**config.mk**
```make
export PLATFORM = sky130hd
export DESIGN_NAME = cache_stage2_flat
export DESIGN_NICKNAME = d
export VERILOG_FILES = /design/src/rtl/cache_stage2_pkg.sv /design/src/rtl/cache_stage2_if.sv /design/src/rtl/cache_stage2_hit_detect.sv /design/src/rtl/cache_stage2.sv /design/src/flat_wrapper.sv
export SDC_FILE = /design/constraint.sdc
export NUM_CORES = 2
export LEC_CHECK = 0
export CAP_MARGIN = 40
export CORE_AREA = 2 2 609 611
export DETAILED_ROUTE_END_ITERATION = 12
export DIE_AREA = 0 0 611 613
export SETUP_SLACK_MARGIN = 0.15
export SYNTH_ARGS = -nofsm -noshare
export SYNTH_HDL_FRONTEND = slang
export SYNTH_HIERARCHICAL = 1
export SYNTH_SLANG_ARGS = --single-unit
```
**constraint.sdc**
```tcl
create_clock -name clk -period 9.2 [get_ports clk]
set_clock_uncertainty 0.2 [all_clocks]
set_input_delay 1.38 -clock clk [delete_from_list [all_inputs] [get_ports clk]]
set_output_delay 1.38 -clock clk [all_outputs]
set_load 0.1 [all_outputs]
```
**src/rtl/cache_stage2_pkg.sv**
```systemverilog
// Shared cache types: request record, stage-2 states and PLRU helpers (also used by stage_1).
// Pure declarations; no timing, no flow control.
package cache_stage2_pkg;
    localparam int NUM_WAYS    = 4;
    localparam int LINE_BITS   = 256;
    localparam int TAG_BITS    = 23;
    localparam int SET_BITS    = 4;
    localparam int OFFSET_BITS = 5;

    typedef struct packed {
        logic [31:0]            addr;
        logic [TAG_BITS-1:0]    tag;
        logic [SET_BITS-1:0]    set;
        logic [OFFSET_BITS-1:0] offset;
        logic [3:0]             rmask;
        logic [3:0]             wmask;
        logic [31:0]            wdata;
    } stage_reg_t;

    typedef enum logic [1:0] {
        S2_COMPARE,
        S2_WRITEBACK,
        S2_ALLOCATE,
        S2_REFILL
    } s2_state_t;

    function automatic logic [1:0] plru_victim(input logic [2:0] lru);
        if (lru[0]) return lru[1] ? 2'd0 : 2'd1;
        else        return lru[2] ? 2'd2 : 2'd3;
    endfunction

    // Make 'way' most recently used; the bit on the other subtree is preserved.
    function automatic logic [2:0] plru_update(input logic [2:0] lru, input logic [1:0] way);
        case (way)
            2'd0:    return {lru[2], 2'b00};
            2'd1:    return {lru[2], 2'b10};
            2'd2:    return {1'b0, lru[1], 1'b1};
            default: return {1'b1, lru[1], 1'b1};
        endcase
    endfunction
endpackage

```
**src/rtl/cache_stage2_if.sv**
```systemverilog
// UFP response and DFP line-transfer signals of cache stage 2; master = cache side.
// DFP strobes are level requests held until dfp_resp.
interface cache_stage2_if;
    logic [31:0]                          dfp_addr;
    logic                                 dfp_read;
    logic                                 dfp_write;
    logic [cache_stage2_pkg::LINE_BITS-1:0] dfp_wdata;
    logic                                 dfp_resp;
    logic [31:0]                          ufp_rdata;
    logic                                 ufp_resp;

    modport master (
        output dfp_addr, dfp_read, dfp_write, dfp_wdata, ufp_rdata, ufp_resp,
        input  dfp_resp
    );

    modport slave (
        input  dfp_addr, dfp_read, dfp_write, dfp_wdata, ufp_rdata, ufp_resp,
        output dfp_resp
    );
endinterface

```
**src/rtl/cache_stage2_hit_detect.sv**
```systemverilog
// 4-way tag compare: hit flag, lowest matching way, multi-hit flag.
// Purely combinational, no backpressure.
module cache_stage2_hit_detect
    import cache_stage2_pkg::*;
(
    input  logic [TAG_BITS:0]   i_tag_out   [NUM_WAYS],
    input  logic                i_valid_out [NUM_WAYS],
    input  logic [TAG_BITS-1:0] i_tag,
    output logic                o_hit,
    output logic [1:0]          o_hit_way,
    output logic                o_multi_hit
);
    logic [NUM_WAYS-1:0] w_match;
    logic                w_unused_dirty;

    for (genvar g = 0; g < NUM_WAYS; g++) begin : g_cmp
        assign w_match[g] = i_valid_out[g] && (i_tag_out[g][TAG_BITS-1:0] == i_tag);
    end

    // Scan downwards so the lowest matching way wins.
    always_comb begin
        o_hit_way = 2'd0;
        for (int w = NUM_WAYS - 1; w >= 0; w--) begin
            if (w_match[w]) o_hit_way = 2'(w);
        end
    end

    assign o_hit          = |w_match;
    assign o_multi_hit    = (w_match & (w_match - 4'd1)) != 4'd0;
    assign w_unused_dirty = ^{i_tag_out[0][TAG_BITS], i_tag_out[1][TAG_BITS],
                              i_tag_out[2][TAG_BITS], i_tag_out[3][TAG_BITS]};
endmodule

```
**src/rtl/cache_stage2.sv**
```systemverilog
// Cache compare/resolve stage: hits answer combinationally in COMPARE; misses run writeback/refill.
// Backpressure: read_halt/dirty_halt/write_halt stall stage_1; DFP strobes held until dfp_resp.
module cache_stage2
    import cache_stage2_pkg::*;
(
    input  logic                 clk,
    input  logic                 rst,
    input  stage_reg_t           i_stage_reg,
    input  logic [TAG_BITS:0]    i_tag_out   [NUM_WAYS],
    input  logic                 i_valid_out [NUM_WAYS],
    input  logic [LINE_BITS-1:0] i_data_out  [NUM_WAYS],
    input  logic [2:0]           i_lru_read,
    output logic [2:0]           o_lru_write,
    output logic                 o_lru_web,
    output logic                 o_read_halt,
    output logic                 o_dirty_halt,
    output logic                 o_write_halt,
    output logic [1:0]           o_write_way,
    input  logic                 i_write_done,
    output logic                 o_write_done_reg,
    output logic                 o_dfp_write_read,
    cache_stage2_if.master       bus
);
    s2_state_t            r_state;
    logic [TAG_BITS-1:0]  r_victim_tag;
    logic [LINE_BITS-1:0] r_victim_data;
    logic                 r_from_wb;
    logic                 r_write_done_reg;

    logic                 w_req;
    logic                 w_is_write;
    logic                 w_hit;
    logic [1:0]           w_hit_way;
    logic                 w_multi_hit;
    logic [1:0]           w_victim;
    logic                 w_victim_dirty;
    logic [LINE_BITS-1:0] w_rd_shift;
    logic [31:0]          w_line_base;
    logic                 w_unused;

    cache_stage2_hit_detect u_hit (
        .i_tag_out   (i_tag_out),
        .i_valid_out (i_valid_out),
        .i_tag       (i_stage_reg.tag),
        .o_hit       (w_hit),
        .o_hit_way   (w_hit_way),
        .o_multi_hit (w_multi_hit)
    );

    assign w_req          = (|i_stage_reg.rmask) | (|i_stage_reg.wmask);
    assign w_is_write     = |i_stage_reg.wmask;
    assign w_victim       = plru_victim(i_lru_read);
    assign w_victim_dirty = i_valid_out[w_victim] && i_tag_out[w_victim][TAG_BITS];
    assign w_rd_shift     = i_data_out[w_hit_way] >> {i_stage_reg.offset, 3'b000};
    assign w_line_base    = {i_stage_reg.tag, i_stage_reg.set, 5'b0};
    assign w_unused       = ^{i_stage_reg.addr, i_stage_reg.wdata, w_rd_shift[LINE_BITS-1:32]};

    assert property (@(posedge clk) disable iff (rst)
        !((r_state == S2_COMPARE) && w_req && w_multi_hit));

    always_ff @(posedge clk) begin
        if (rst) begin
            r_state          <= S2_COMPARE;
            r_victim_tag     <= '0;
            r_victim_data    <= '0;
            r_from_wb        <= 1'b0;
            r_write_done_reg <= 1'b0;
        end else begin
            r_write_done_reg <= i_write_done;
            case (r_state)
                S2_COMPARE: begin
                    if (w_req && !w_hit) begin
                        // Victim is captured here because stage_1 may change the SRAM outputs later.
                        r_victim_tag  <= i_tag_out[w_victim][TAG_BITS-1:0];
                        r_victim_data <= i_data_out[w_victim];
                        r_from_wb     <= 1'b0;
                        r_state       <= w_victim_dirty ? S2_WRITEBACK : S2_ALLOCATE;
                    end
                end
                S2_WRITEBACK: begin
                    if (bus.dfp_resp) begin
                        r_state   <= S2_ALLOCATE;
                        r_from_wb <= 1'b1;
                    end
                end
                S2_ALLOCATE: begin
                    if (bus.dfp_resp) begin
                        r_state   <= S2_REFILL;
                        r_from_wb <= 1'b0;
                    end
                end
                S2_REFILL: r_state <= S2_COMPARE;
                default:   r_state <= S2_COMPARE;
            endcase
        end
    end

    always_comb begin
        o_lru_write      = 3'b000;
        o_lru_web        = 1'b1;
        o_read_halt      = 1'b0;
        o_dirty_halt     = 1'b0;
        o_write_halt     = 1'b0;
        o_write_way      = 2'd0;
        o_write_done_reg = 1'b0;
        o_dfp_write_read = 1'b0;
        bus.ufp_rdata    = 32'd0;
        bus.ufp_resp     = 1'b0;
        bus.dfp_addr     = 32'd0;
        bus.dfp_read     = 1'b0;
        bus.dfp_write    = 1'b0;
        bus.dfp_wdata    = '0;
        if (!rst) begin
            o_write_done_reg = r_write_done_reg;
            case (r_state)
                S2_COMPARE: begin
                    if (w_req && w_hit) begin
                        o_lru_web     = 1'b0;
                        o_lru_write   = plru_update(i_lru_read, w_hit_way);
                        // A stalled repeat of an already-answered write must not respond twice.
                        bus.ufp_resp  = !r_write_done_reg;
                        bus.ufp_rdata = w_rd_shift[31:0];
                        if (w_is_write) begin
                            o_write_halt = 1'b1;
                            o_write_way  = w_hit_way;
                        end
                    end else if (w_req) begin
                        o_read_halt = 1'b1;
                    end
                end
                S2_WRITEBACK: begin
                    bus.dfp_write = 1'b1;
                    bus.dfp_addr  = {r_victim_tag, i_stage_reg.set, 5'b0};
                    bus.dfp_wdata = r_victim_data;
                    o_read_halt   = 1'b1;
                    o_dirty_halt  = 1'b1;
                end
                S2_ALLOCATE: begin
                    bus.dfp_read     = 1'b1;
                    bus.dfp_addr     = w_line_base;
                    o_read_halt      = 1'b1;
                    o_dfp_write_read = r_from_wb;
                end
                S2_REFILL: o_read_halt = 1'b1;
                default: ;
            endcase
        end
    end
endmodule

```
**src/flat_wrapper.sv**
```systemverilog
// flat-port wrapper written by rule: the top's interface ports become plain ports
module cache_stage2_flat import cache_stage2_pkg::*;
  (clk, rst, i_stage_reg, i_tag_out, i_valid_out, i_data_out, i_lru_read, o_lru_write, o_lru_web, o_read_halt, o_dirty_halt, o_write_halt, o_write_way, i_write_done, o_write_done_reg, o_dfp_write_read, bus_dfp_addr, bus_dfp_read, bus_dfp_write, bus_dfp_wdata, bus_ufp_rdata, bus_ufp_resp, bus_dfp_resp);
  cache_stage2_if bus_i ();
  input  logic clk;
  input  logic rst;
  input  stage_reg_t i_stage_reg;
  input  logic [TAG_BITS:0] i_tag_out[NUM_WAYS];
  input  logic i_valid_out[NUM_WAYS];
  input  logic [LINE_BITS-1:0] i_data_out[NUM_WAYS];
  input  logic [2:0] i_lru_read;
  output logic [2:0] o_lru_write;
  output logic o_lru_web;
  output logic o_read_halt;
  output logic o_dirty_halt;
  output logic o_write_halt;
  output logic [1:0] o_write_way;
  input  logic i_write_done;
  output logic o_write_done_reg;
  output logic o_dfp_write_read;
  output wire logic [$bits(bus_i.dfp_addr)-1:0] bus_dfp_addr;
  output wire logic [$bits(bus_i.dfp_read)-1:0] bus_dfp_read;
  output wire logic [$bits(bus_i.dfp_write)-1:0] bus_dfp_write;
  output wire logic [$bits(bus_i.dfp_wdata)-1:0] bus_dfp_wdata;
  output wire logic [$bits(bus_i.ufp_rdata)-1:0] bus_ufp_rdata;
  output wire logic [$bits(bus_i.ufp_resp)-1:0] bus_ufp_resp;
  input wire logic [$bits(bus_i.dfp_resp)-1:0] bus_dfp_resp;
  assign bus_dfp_addr = bus_i.dfp_addr;
  assign bus_dfp_read = bus_i.dfp_read;
  assign bus_dfp_write = bus_i.dfp_write;
  assign bus_dfp_wdata = bus_i.dfp_wdata;
  assign bus_ufp_rdata = bus_i.ufp_rdata;
  assign bus_ufp_resp = bus_i.ufp_resp;
  assign bus_i.dfp_resp = bus_dfp_resp;
  cache_stage2 u_core (.clk(clk), .rst(rst), .i_stage_reg(i_stage_reg), .i_tag_out(i_tag_out), .i_valid_out(i_valid_out), .i_data_out(i_data_out), .i_lru_read(i_lru_read), .o_lru_write(o_lru_write), .o_lru_web(o_lru_web), .o_read_halt(o_read_halt), .o_dirty_halt(o_dirty_halt), .o_write_halt(o_write_halt), .o_write_way(o_write_way), .i_write_done(i_write_done), .o_write_done_reg(o_write_done_reg), .o_dfp_write_read(o_dfp_write_read), .bus(bus_i));
endmodule
```
=== After elaboration in Yosys (flattened, before gate mapping) ===
Index checks and enable logic that the tools add are counted.

* Register bits: 283
* Bits in latches: 0
* RAM bits: 0
* Memory bits (read-only): 0
* Input port bits: 1,235
* Output and inout bits: 334
* Word-level logic and storage cells: 106
* Memories kept: 0

* Add/sub/neg operators: 0
* $mul: 0
* Div/mod/pow operators: 0
* $lt $le $gt $ge: 2
* Equality and inequality tests: 12
* Shifts and indexed selects: 1
* Multiplexer cells: 64
* Bitwise operators: 3
* Reductions and logical operators: 19

{| class="wikitable"
|+ Operators with widths
! operator !! number
|-
| two-way mux 256 bit || 6
|-
| binary-select mux 256 bit (select 2 bit) || 2
|-
| right shift 256 x 8 -> 32 bit || 1
|-
| two-way mux 32 bit || 4
|-
| == test 23 bit || 4
|-
| one-hot mux 32 bit (2 select lines) || 1
|-
| binary-select mux 24 bit (select 2 bit) || 1
|-
| two-way mux 24 bit || 2
|-
| two-way mux 1 bit || 27
|-
| two-way mux 2 bit || 13
|-
| OR reduction 4 bit || 3
|-
| two-way mux 3 bit || 3
|-
| one-hot mux 3 bit (3 select lines) || 1
|-
| one-hot mux 2 bit (4 select lines) || 1
|-
| logical AND 1 bit || 7
|-
| == test 2 bit, second input constant || 3
|-
| greater-or-equal comparator 3 bit, second input constant || 2
|-
| inverter 2 -> 3 bit || 2
|-
| == test 2 x 1 -> 1 bit, second input constant || 2
|-
| zero test 2 bit || 2
|-
| inequality test 2 bit, second input constant || 2
|-
| AND reduction 4 bit || 1
|-
| one-hot mux 1 bit (3 select lines) || 1
|-
| AND reduction 3 bit || 1
|-
| other kinds (8) || 9
|}

=== Logic depth before layout (Yosys ltp) ===
* Depth after elaboration: 14
* Mapped depth: 17
* Mapped depth without buffers: 12

=== Cells and area by module ===
Netlist, hierarchy kept.

{| class="wikitable"
|+ By module, submodules not included
! module !! times used !! cells each !! area each (sq um) !! seq. area each (sq um)
|-
| cache_stage2 || 1 || 4,330 || 38,309.2 || 5,665.4
|-
| cache_stage2_hit_detect || 1 || 133 || 1,069.8 || 0.0
|}

=== Least setup slack after synthesis ===
OpenSTA, ideal clock, no wires.

* Kind: in2out
* Start: input port i_stage_reg[70] in the netlist's numbering
* End: output port bus_ufp_rdata[8]
* Data arrival time: 7.322 ns
* Data required time: 7.620 ns
* Path slack: 0.298 ns
* Stages: 17
* Path buffers: 5
* Path through: xor2_1 nor4_1 nand4_1 nor3_2 nor2_1 nor3_1 buf_6 buf_6 buf_6 buf_6 buf_4 mux2i_1 a22oi_1 o21ai_0 mux2i_1 a21oi_1 o311ai_0

* Longest elaborated chain between the ends: 14
* Elaborated cells on any way between the ends: 22
* Classes of those cells: eq/ne (4); shift (1); mux (10); bitwise (1); reduce/logical (6)

{| class="wikitable"
|+ Ends and longest elaborated chain
! what !! RTL line !! RTL
|-
| from (decl) || flat_wrapper.sv:7 || <nowiki>input stage_reg_t i_stage_reg;</nowiki>
|-
| == test 23 bit || cache_stage2_hit_detect.sv:17 || <nowiki>assign w_match[g] = i_valid_out[g] && (i_tag_out[g][TAG_BITS-1:0] == i_tag);</nowiki>
|-
| logical AND 1 bit || cache_stage2_hit_detect.sv:17 ||
|-
| two-way mux 2 bit (3 in a row) || cache_stage2_hit_detect.sv:24 || <nowiki>if (w_match[w]) o_hit_way = 2'(w);</nowiki>
|-
| two-way mux 2 bit (*) || cache_stage2_hit_detect.sv:24 ||
|-
| named net u_core.w_hit_way[1] || cache_stage2.sv:33 || <nowiki>logic [1:0] w_hit_way;</nowiki>
|-
| inverter 2 -> 3 bit (not written as such) (*) || cache_stage2.sv:54 || <nowiki>assign w_rd_shift = i_data_out[w_hit_way] >> {i_stage_reg.offset, 3'b000};</nowiki>
|-
| binary-select mux 256 bit (select 2 bit) (*) || cache_stage2.sv:54 ||
|-
| two-way mux 256 bit (not written as such) (*) (2 in a row) || cache_stage2.sv:54 ||
|-
| right shift 256 x 8 -> 32 bit (*) || cache_stage2.sv:54 ||
|-
| two-way mux 32 bit (*) || cache_stage2.sv:117 || <nowiki>if (w_req && w_hit) begin</nowiki>
|-
| two-way mux 32 bit (*) || cache_stage2.sv:115 || <nowiki>case (r_state)</nowiki>
|-
| two-way mux 32 bit (*) || cache_stage2.sv:113 || <nowiki>if (!rst) begin</nowiki>
|-
| to (decl) || flat_wrapper.sv:25 || <nowiki>output wire logic [$bits(bus_i.ufp_rdata)-1:0] bus_ufp_rdata;</nowiki>
|}

The timed path passes the listed nets; every way through them passes the cells marked *. The select of a mux whose other input is x is not followed.

=== Worst setup path in the final report ===
* Start: input port i_stage_reg[53] in the netlist's numbering
* End: output port bus_ufp_rdata[8]

The elaborated chain is that of the path after synthesis.

==> summary.md <==
| Metric | Value |
|---|---|
| Layout cell share with drive strength beyond 1 | 19.37% |
| Post-layout nets | 7159 |
| Met2 Use GR | 39.77% |
| DRT Wirelength | 472700 µm |
| Startpoint of the most critical hold path | u_core/r_victim_data[105] |
| Total number of vias | 49850 |
| Layer with the highest usage | met2 |
| Cell total after placement | 10710 |
| Critical register-to-register path startpoint | u_core/r_state[0] |
| Starting density of the core | 10.70% |
| Count of endpoints failing setup in the final report | 0 |
| Initial detailed-routing violation count | 5982 |
| Achievable Freq | 115.4 MHz |
| Overall Global Routing Usage | 24.19% |
| Non-filler instance count after layout | 10920 |
| Number of max-cap violations | 0 |
| Worst-path clk slew | 0.06 ns |
| CP dominant cell by count | buf_12 |
| Hold violation count in the final report | 0 |
| Pin count of the biggest net entering global routing | 168 |
| Met1 Usage GRT | 27.31% |
| Library cell contributing the largest single delay on the critical path | o21ba_4 |
| Relative max-transition margin | 32.36% |
| Largest registers | u_core/r_victim_data (256), u_core/r_victim_tag (23), u_core/r_state (2) |
| Die Footprint | 0.3745 mm² |
| Remaining global-route overflow | 0 |
| Mean Syn Cell Area | 8.826 µm² |
| Cell-by-cell trace of the critical path | clkdlybuf4s50_1, xor2_1, nor4_1, nand4_1, nor3_2, nor2b_1, o21ba_4, buf_12, buf_12, mux4_2, mux4_2, a2bb2oi_1, o311ai_1, buf_4, buf_12 |
| Relative area change from synthesis to final layout | 67.13% |
| Commonest non-fill, non-tap cell in the layout | clkdlybuf4s50_1 |
| Yosys warning count | 6 |
| Max stage delay on crit path | 0.63 ns |
| Number of buffers on the longest clock path | 3 |
| Arrival time at the worst endpoint | 7.08 ns |
| Number of flip-flops in the largest register | 256 |
| Total negative slack for setup checks | 0 ns |
| Buffer type at the clock tree root | clkbuf_16 |
| Fill cell total of the finished layout | 41050 |
| CTS H-Tree Depth | 2 |
| Most frequent cells in the layout | clkdlybuf4s50_1, a211oi_1, mux2i_1 |
| Die span in x | 611 µm |
| Setup slack of the worst register-to-register path | 6.33 ns |
| Final antenna-violating net count | 0 |
| Worst endpoint required time | 7.62 ns |
| Cts-stage hold buffer count | 0 |
| Type of the worst min-delay path | register to register |
| Critical path launch point type | input port |
| CTS tree | done |
| Top Ports | 1569 |
| Die boundary height | 613 µm |
| Crit path max fanout | 16 |
| Largest register by flop count | u_core/r_victim_data |
| Number of iterations in the first detailed-routing pass | 6 |
| Average wire per cell in the routed design | 43.30 µm |
| Number of slew-limit violations in the final report | 0 |
| Sink count of the clock tree | 283 |
| Routability Congestion | 0.9555 |
| Worst Hold End | u_core/r_victim_data[105] |
| Status | finished, final reports clean |
| Via count of the first global-routing pass | 46520 |
| Setup bufs post-CTS | 0 |
| Number of buffer cells added on primary ports | 1499 |
| Nature of the critical path endpoint | primary output |
| RSZ-0062 raised after global routing | no |
| Worst flop-to-flop path endpoint | u_core/r_victim_data[31] |
| Minimum clock period after layout | 8.663 ns |
| Netlist area before placement | 0.03936 mm² |
| Startpoint-to-endpoint class of the critical path | input port to primary output |
| Number of buffers inserted during clock tree synthesis | 49 |
| Placement row count | 223 |
| Antenna violations before repair | 354 |
| First-pass GRT wire length | 578400 µm |
| # DRC | 0 |
| Met3 Usage GRT | 8.382% |
| Routed vias/inst | 4.566 |
| Worst hold path depth | 2 |
| Slew at the pin with the worst max-slew slack | 1.015 ns |
| IR Drop Worst-Case VDD | 231.7 µV |
| Worst-case reg-to-reg path depth | 8 |
| Source-to-sink clock delay at the later pin of the worst-skew pair | 0.72 ns |
| Period Utilization, post-route | 94.16% |
| Leakage | 23.01 nW |
| Power Density | 141.3 mW/mm² |
| Placeable core area | 0.3677 mm² |
| Count of cells resized by post-cts repair | 0 |
| Post-Syn Instances | 4460 |
| Final HPWL from detailed placement | 407800 µm |
==> area by class of cell <==
class	instances	area, µm²	area share [%]
Timing Repair Buffer	1911	20710	31.49
Sequential cell	283	5665	8.612
Multi-Input combinational cell	3664	31290	47.56
Clock buffer	64	1363	2.071
Clock inverter	24	341.6	0.5192
Tap cell	4837	6052	9.200
Antenna cell	123	307.8	0.4679
Inverter	11	52.55	0.07988
==> metrics by stage <==
step                cell area, µm²  worst slack, ns  power [W]  util (%)  hold WS, ns
floorplan                    39380           0.3679   0.004623         -       0.2482
detailed placement           63770           0.4887   0.007094     17.34       0.2673
global route                 65610           0.4576   0.009674     17.84       0.2995
CTS                          65480           0.4863   0.009329     17.81       0.2800
global placement             60350           0.4771   0.006869     16.41       0.2614
finish                       65790           0.5369   0.009293     17.89       0.2798
==> critical path: cells and delay by family <==
kind	cells	cell delay, ns
buf+inv	5	1.46
xor+xnor	1	0.25
compound gates	3	1.47
mux	2	1.22
simple gates	4	1.20
==> power by group <==
group / switching [W] / internal [W] / leakage, nW
Combinational: 0.00347 / 0.00185 / 19.8
Clock: 0.000935 / 0.00124 / 0.824
Sequential: 0.000191 / 0.00162 / 2.34
Total: 0.00459 / 0.00470 / 23.0
==> layer usage <==
layer	vias to the layer above	part of all wire (%)
met5	-	0.31
met4	222	6.5
met3	988	9.5
met2	3351	47
met1	24870	37
li1	20420	-
==> how the worst max path moves through the flow <==
stage | start | cells after the start | slack (ns) | to
3_5_place_dp | i_stage_reg[53] | 15 | 0.49 | bus_ufp_rdata[8]
4_1_cts | i_stage_reg[70] | 15 | 0.49 | bus_ufp_rdata[8]
6_report | i_stage_reg[53] | 15 | 0.54 | bus_ufp_rdata[8]
3_3_place_gp | i_stage_reg[70] | 15 | 0.48 | bus_ufp_rdata[8]
5_1_grt | i_stage_reg[53] | 15 | 0.46 | bus_ufp_rdata[8]
2_1_floorplan | i_stage_reg[70] | 17 | 0.37 | bus_ufp_rdata[8]
(Power assumes the default switching activity.)
